File: config.mk
export PLATFORM = sky130hd
export DESIGN_NAME = simon_control
export DESIGN_NICKNAME = d
export VERILOG_FILES = /design/src/rtl/simon_control.sv
export SDC_FILE = /design/constraint.sdc
export NUM_CORES = 1
export LEC_CHECK = 0
export ABC_AREA = 1
export BUFFER_PORTS_ARGS = -buffer_cell sky130_fd_sc_hd__buf_2
export CAP_MARGIN = 25
export CORE_UTILIZATION = 40
export CTS_BUF_LIST = sky130_fd_sc_hd__clkbuf_4 sky130_fd_sc_hd__clkbuf_8
export CTS_CLUSTER_SIZE = 28
export DETAILED_ROUTE_END_ITERATION = 16
export SLEW_MARGIN = 10
export SYNTH_ARGS = -nofsm -noshare
export SYNTH_HDL_FRONTEND = slang
export SYNTH_SLANG_ARGS = --single-unit
File: constraint.sdc
create_clock -name clk -period 2.3 [get_ports clk]
set_input_delay 0.115 -clock clk [delete_from_list [all_inputs] [get_ports clk]]
set_output_delay 0.115 -clock clk [all_outputs]
set_load 0.02 [all_outputs]
File: src/rtl/simon_control.sv
// Simon game control FSM: conditions the enter button, paces playback with a
// hold timer and drives the datapath select/step/write/clear controls.
module simon_control #(
  parameter int PLAY_TICKS = 25_000_000
) (
  input  logic       clk,
  input  logic       rst,
  input  logic       valid,
  input  logic       is_legal,
  input  logic       play_gt_count,
  input  logic       repeat_eq_play,
  input  logic       input_eq_pattern,
  output logic [1:0] select,
  output logic [2:0] mode_leds,
  output logic       clrcount,
  output logic       w_en
);

  localparam int            TW   = $clog2(PLAY_TICKS);
  localparam logic [TW-1:0] TERM = TW'(PLAY_TICKS - 1);

  typedef enum logic [2:0] {
    S_INIT   = 3'd0,
    S_INPUT  = 3'd1,
    S_PLAY   = 3'd2,
    S_REPEAT = 3'd3,
    S_DONE   = 3'd4
  } state_t;

  state_t        state_q, state_d;
  logic [TW-1:0] timer_q, timer_d;
  logic          sync1_q, sync1_d;
  logic          sync2_q, sync2_d;
  logic          edge_q, edge_d;
  logic          press_q, press_d;
  logic          chk_q, chk_d;
  logic [1:0]    select_q, select_d;
  logic [2:0]    mode_q, mode_d;
  logic          clrcount_q, clrcount_d;
  logic          w_en_q, w_en_d;

  // Button synchronizer and rising-edge detector; press_q is a one-cycle pulse.
  always_comb begin
    sync1_d = valid;
    sync2_d = sync1_q;
    edge_d  = sync2_q;
    press_d = sync2_q & ~edge_q;
  end

  // Next-state and registered-output logic.
  always_comb begin
    state_d    = state_q;
    timer_d    = '0;
    chk_d      = 1'b0;
    mode_d     = 3'b000;
    clrcount_d = 1'b0;
    w_en_d     = 1'b0;
    select_d   = 2'b00;

    case (state_q)
      S_INIT: begin
        state_d = S_INPUT;
        mode_d  = 3'b001;
      end
      S_INPUT: begin
        if (press_q && is_legal) begin
          state_d = S_PLAY;
          w_en_d  = 1'b1;
          mode_d  = 3'b000;
        end else begin
          state_d = S_INPUT;
          mode_d  = 3'b001;
        end
      end
      S_PLAY: begin
        mode_d = (timer_q == '0) ? 3'b010 : 3'b000;
        if (timer_q == TERM) begin
          timer_d = '0;
          state_d = play_gt_count ? S_REPEAT : S_PLAY;
        end else begin
          timer_d = timer_q + TW'(1);
        end
      end
      S_REPEAT: begin
        // chk_q marks the cycle after a 100 step, once the datapath index has moved on.
        if (chk_q) begin
          if (!repeat_eq_play) begin
            state_d = S_INPUT;
            mode_d  = 3'b001;
          end else begin
            state_d = S_REPEAT;
          end
        end else if (press_q) begin
          if (input_eq_pattern) begin
            mode_d = 3'b100;
            chk_d  = 1'b1;
          end else begin
            state_d = S_DONE;
          end
        end else begin
          state_d = S_REPEAT;
        end
      end
      S_DONE: begin
        mode_d  = (timer_q == '0) ? 3'b111 : 3'b000;
        timer_d = (timer_q == TERM) ? '0 : timer_q + TW'(1);
      end
      default: begin
        state_d    = S_INIT;
        clrcount_d = 1'b1;
      end
    endcase

    case (state_d)
      S_REPEAT: select_d = 2'b01;
      S_DONE:   select_d = 2'b10;
      default:  select_d = 2'b00;
    endcase
  end

  // All state and output flops, cleared asynchronously by rst.
  always_ff @(posedge clk or negedge rst) begin
    if (!rst) begin
      state_q    <= S_INIT;
      timer_q    <= '0;
      sync1_q    <= 1'b0;
      sync2_q    <= 1'b0;
      edge_q     <= 1'b0;
      press_q    <= 1'b0;
      chk_q      <= 1'b0;
      select_q   <= 2'b00;
      mode_q     <= 3'b000;
      clrcount_q <= 1'b1;
      w_en_q     <= 1'b0;
    end else begin
      state_q    <= state_d;
      timer_q    <= timer_d;
      sync1_q    <= sync1_d;
      sync2_q    <= sync2_d;
      edge_q     <= edge_d;
      press_q    <= press_d;
      chk_q      <= chk_d;
      select_q   <= select_d;
      mode_q     <= mode_d;
      clrcount_q <= clrcount_d;
      w_en_q     <= w_en_d;
    end
  end

  assign select    = select_q;
  assign mode_leds = mode_q;
  assign clrcount  = clrcount_q;
  assign w_en      = w_en_q;

endmodule

# --- Word-level counts from Yosys, hierarchy flattened ---
# Index checks and enable logic that the tools add are counted.
totals:
  reg_bits: 40
  inputBits: 7
  out_inout_bits: 7
  wordCells: 52
op_classes:
  add_sub_neg: 1
  eq_ne: 7
  n_mux: 26
  bitwise: 2
  reduce_logical: 5
ops:
  columns: ["op", "n"]
  rows:
  - ["$mux W25", 2]
  - ["$pmux W3 S5", 2]
  - ["$add A25 B1 Y25 const B", 1]
  - ["$eq A25 B25 Y1 const B", 1]
  - ["$logic_not A25 Y1", 1]
  - ["$mux W3", 8]
  - ["$mux W1", 10]
  - ["$eq A3 B2 Y1 const B", 3]
  - ["$eq A3 B3 Y1 const B", 2]
  - ["$mux W2", 3]
  - ["$reduce_or A5 Y1", 1]
  - ["$pmux W2 S2", 1]
  - ["$eq A3 B1 Y1 const B", 1]
  - ["$logic_not A3 Y1", 1]
  - ["$reduce_or A2 Y1", 1]
  - ["$and A1 B1 Y1", 1]
  - ["$logic_and A1 B1 Y1", 1]
  - ["$not A1 Y1", 1]

# --- Depth between registers and ports, before layout ---
logic_depth:
  depth_word: 6
  depth_mapped: 9
  depth_no_buf: 9

# --- Worst setup path before layout ---
# Ideal clock, no wire load.
synth_timing:
  kind: "reg-to-reg"
  startpoint: "register timer_q[0]"
  endpoint: "register timer_q[12]"
  setup_time_ns: 0.114
  t_arrival_ns: 1.320
  required_time_ns: 2.186
  setup_slack_ns: 0.866
  stages_incl_launch_ff: 9
  path_buffers: 0
  synth_period_minus_slack_ns: 1.434
  cell_sequence: "dfrtp_1 ha_1 nand3_2 inv_2 nand2_4 nor2_8 or2_1 inv_1 nor2_1"
synth_between:
  elab_chain_len: 3
  elab_cells_between_ends: 4
  classes_between: "add/sub: 1; eq/ne: 1; mux: 2"
synth_lines:
  columns: ["item", "line", "text"]
  rows:
  - ["start: declaration", "31", "logic [TW-1:0] timer_q, timer_d;"]
  - ["start signal: assignment", "137", "timer_q <= timer_d;"]
  - ["$add A25 B1 Y25 / $eq A25 B25 Y1 (equally long branches)", "81, 106, 77", null]
  - ["$mux W25 *", "77, 106", null]
  - ["$mux W25 *", null, null]
  - ["net timer_d[12]", "31", null]
# The timed path passes the listed nets; every way through them passes the cells marked *.

# --- Final worst setup path ---
layout_timing:
  startpoint: "register timer_q[0]"
  endpoint: "register timer_q[24]"
# Same word-level chain as after synthesis.

==> impl.org <==
** Outcome
- Result of the run :: complete, no violations

** Hold path
- Worst hold-check path type :: primary input to flop
- In this run the most critical hold path is launched from input_eq_pattern.
- The worst hold path terminates at select[1]$_DFF_PN0_.
- The worst hold path passes through 2 cells.

** Synthesis
- Synthesis handed over a netlist of 314 instances.
- Area of the mapped netlist :: 0.002320 mm^2
- A synthesized cell averages 7.388 um^2.
- The netlist uses 29 different library cells.
- Number of nets in the synthesized netlist :: 323
- For this run, the register share of the synthesized area comes to 0.4320.
- Yosys warns :: 0
- In this run, synthesis produced a sequential element count of 40.

** Route
- Dividing the detail-routed wire length by the instance count gives 11.89 um.
- The detail route stage leaves a number of antenna-violating nets equal to 0.
- For this run, the detailed router's first-pass iteration total came to 4.
- The routed layout has 1,897 vias.
- In the routed design, unresolved DRC markers number 0.
- Total wirelength of the detailed-routed design :: 4840 um
- DRT iter0 DRCs :: 118
- In the routed layout, each cell is associated on average with a via count of 4.661.

** Timing
- At the pin with the least slew margin, the transition time is 0.8713 ns.
- The smallest clock period supported by the final layout is computed as 1.633 ns.
- Setup repair after global routing missed its margin :: false
- Final Setup Violations :: 0
- Period utilisation layout :: 0.7101
- Hold violation count in the final report :: 0
- Measured against its own limit, the worst slew margin works out to 0.4191.
- The number of max-slew violations in the final report is 0.
- Summed over all failing endpoints, the final setup total negative slack is 0 ns.
- Across the routed clock network, the largest skew measured is 0.005784 ns.
- Fmax :: 0.6123 GHz

** Placement
- Input and output buffers added on the ports amount to 13.
- Last weighted congestion value of the routability-driven placer :: 0.9018
- Final HPWL DP :: 3720 um

** Floorplan
- Die Span Y :: 78.16 um
- Die width :: 78.16 um
- I/O pin count :: 14
- The floorplan step defined a core boundary enclosing 0.005540 mm^2.
- # rows :: 27
- Area of the die :: 0.006108 mm^2
- The initial utilization of the core area, before any placement, comes to 0.4187.

** Finish
- Fraction of final layout cells sized beyond drive strength 1 :: 0.1672
- Most common library cell in the layout ignoring fill and taps :: sky130_fd_sc_hd__nand2_1
- Layout overhead on the synthesized area :: 11.92%
- Fillers :: 585
- After the last flow step, the layout net total stands at 343.
- The repair_antennas step left the layout with diodes totalling 0.
- The top cell types in the final layout, fill and taps aside, are sky130_fd_sc_hd__nand2_1, sky130_fd_sc_hd__nor2_1, sky130_fd_sc_hd__dfrtp_1.

** Worst setup path
- STA classifies the critical path startpoint as a flop.
- Traced cell by cell, the critical path runs through ha_1, nand3_2, inv_2, nand3_1, nor2_1, nand2_1, nand3_1, nor2_1.
- End of the worst register-to-register path :: timer_q[24]$_DFF_PN0_
- The worst setup path is captured at a flop.
- Crit-path leading delay family :: simple AND/OR/NAND/NOR gates
- FF-to-FF Start :: timer_q[0]$_DFF_PN0_
- Count of buffering cells on the critical path with inverters included :: 1
- Critical path data required time :: 2.47 ns
- For this design, the slowest cell found on the critical path is sky130_fd_sc_hd__dfrtp_1.
- Of all nets on the critical path, the largest fanout is 8.
- Cells on worst reg2reg path :: 8
- The worst setup path is of the flop to flop kind.
- Register-to-register setup slack :: 0.67 ns
- The largest single stage delay on the critical path is 0.52 ns.
- Critical path arrival :: 1.80 ns
- Counting buffers and inverters, the worst setup path is 8 cells deep.

** Global route
- Global-route wire length before repair :: 8349 um
- In the global route stage, overall resource usage came out at 0.1782.
- Total congestion overflow :: 0
- Antenna violations before repair :: 0
- Entering global routing, the biggest net connects 41 pins.
- The number of global-route vias before repair is 1,768.

** Pwr
- The worst-case IR drop observed on VDD is 0.0002679 V.
- Tot Pwr :: 0.001657 W
- Total leakage power :: 1.235 nW
- Areal power density over the cells :: 638.0 mW/mm^2

** Clock network
- No sink is reached through more buffers than the 2 on the longest clock path.
- TritonCTS Buffers :: 5
- Clock-pin slew was measured on the worst setup and hold paths at 0.08 ns.
- In this run the post-CTS setup repair buffer count came out at 0.
- Clock tree root driver cell :: sky130_fd_sc_hd__clkbuf_8
- Clk_lat worst skew :: 0.29 ns
- Hold repair after CTS inserted 2 buffers.
- H-Tree Depth :: 2
- Counting every sink on the clock net gives 40.
- TritonCTS built the clock tree.
- The number of gates resized after CTS was 0.

** Flow run
- The tool flagged a number of max-cap violations equal to 0.
## cells in the mapped netlist
master	count	area, um^2
sky130_fd_sc_hd__a211oi_1	1	7.510
sky130_fd_sc_hd__a21oi_1	3	15.01
sky130_fd_sc_hd__a31oi_1	3	18.77
sky130_fd_sc_hd__buf_2	2	10.01
sky130_fd_sc_hd__dfrtp_1	39	975.9
sky130_fd_sc_hd__dfstp_2	1	26.28
sky130_fd_sc_hd__ha_1	2	25.02
sky130_fd_sc_hd__inv_1	31	116.4
sky130_fd_sc_hd__inv_2	10	37.54
sky130_fd_sc_hd__nand2_1	75	281.5
sky130_fd_sc_hd__nand2_2	5	31.28
sky130_fd_sc_hd__nand2_4	2	22.52
sky130_fd_sc_hd__nand3_1	25	125.1
sky130_fd_sc_hd__nand3_2	1	10.01
sky130_fd_sc_hd__nand3b_1	2	15.01
sky130_fd_sc_hd__nand3b_2	1	11.26
sky130_fd_sc_hd__nand4_1	5	31.28
sky130_fd_sc_hd__nor2_1	72	270.3
sky130_fd_sc_hd__nor2_2	7	43.79
sky130_fd_sc_hd__nor2_4	5	56.30
sky130_fd_sc_hd__nor2_8	2	40.04
sky130_fd_sc_hd__nor3_1	4	20.02
sky130_fd_sc_hd__nor3b_2	1	12.51
sky130_fd_sc_hd__o21ai_0	1	5.000
sky130_fd_sc_hd__o21ai_1	1	5.000
sky130_fd_sc_hd__o31ai_1	2	15.01
sky130_fd_sc_hd__or2_1	2	12.51
sky130_fd_sc_hd__xnor2_1	3	26.28
sky130_fd_sc_hd__xor2_1	6	52.55
## worst register-to-register path: cells and delay by family (launching register included)
family | cells | cell delay (ns)
DFF | 1 | 0.52
and+or+nand+nor | 6 | 0.61
adders and majority gates | 1 | 0.26
buffers and inverters | 1 | 0.12
## cell type report
type                            instances  area (um^2)  share of cell area
Tap cell                               72        90.09             0.03470
Inverter                               41        153.9             0.05928
Timing Repair Buffer                   15        85.08             0.03277
Clock inverter                          2        35.03             0.01349
Sequential cell                        40         1002              0.3860
Multi-Input combinational cell        231         1154              0.4443
Clock buffer                            6        76.32             0.02940
## worst max-delay path by stage
stage | start | end | slack [ns]
detailed placement | timer_q[0]$_DFF_PN0_ | timer_q[21]$_DFF_PN0_ | 0.69
CTS | timer_q[0]$_DFF_PN0_ | timer_q[24]$_DFF_PN0_ | 0.67
global route | timer_q[0]$_DFF_PN0_ | timer_q[24]$_DFF_PN0_ | 0.53
global placement | timer_q[0]$_DFF_PN0_ | timer_q[24]$_DFF_PN0_ | 0.72
floorplan | timer_q[0]$_DFF_PN0_ | timer_q[12]$_DFF_PN0_ | 0.87
finish | timer_q[0]$_DFF_PN0_ | timer_q[24]$_DFF_PN0_ | 0.67
## cells by family (layout without fill, tap and decap cells)
group                      after synthesis  after routing  synth area share
adders and majority gates                2              2           0.01079
and+or+nand+nor                        209            209            0.4239
xor gates and xnor gates                 9              9           0.03398
buffers and inverters                   43             64           0.07066
AOI/OAI and AO/OA                       11             11           0.02858
DFF                                     40             40            0.4320
## through the flow
| step | utilization | cells | hold WS, ns | instance area [um^2] | setup slack (ns) |
|---|---|---|---|---|---|
| global placement | 0.4449 | 397 | 0.2227 | 2465 | 0.7247 |
| global route | 0.4686 | 407 | 0.05328 | 2596 | 0.5295 |
| detailed placement | 0.4449 | 397 | 0.2253 | 2465 | 0.6854 |
| finish | 0.4686 | 407 | 0.05593 | 2596 | 0.6668 |
| floorplan | - | 314 | -0.1806 | 2320 | 0.8661 |
| CTS | 0.4686 | 407 | 0.04923 | 2596 | 0.6666 |
## power breakdown
group	internal (W)	switching, W
clock	0.000334	0.000245
combinational	0.0000875	0.000195
sequential	0.000755	0.0000404
total	0.00118	0.000480
## per-layer routing
layer	up-vias	share of wire	GRT usage
li1	1011	-	-
met3	10	0.030	0.03605
met2	27	0.45	0.2711
met1	849	0.51	0.2487
met5	-	0	0
met4	0	0.017	0.06852
## flip-flops by register name (all words and copies together), names as in the netlist, 2 cells and up
signal and flops:
mode_leds 3, select 2, timer_q 25, state_q 3
(Power assumes the default switching activity.)
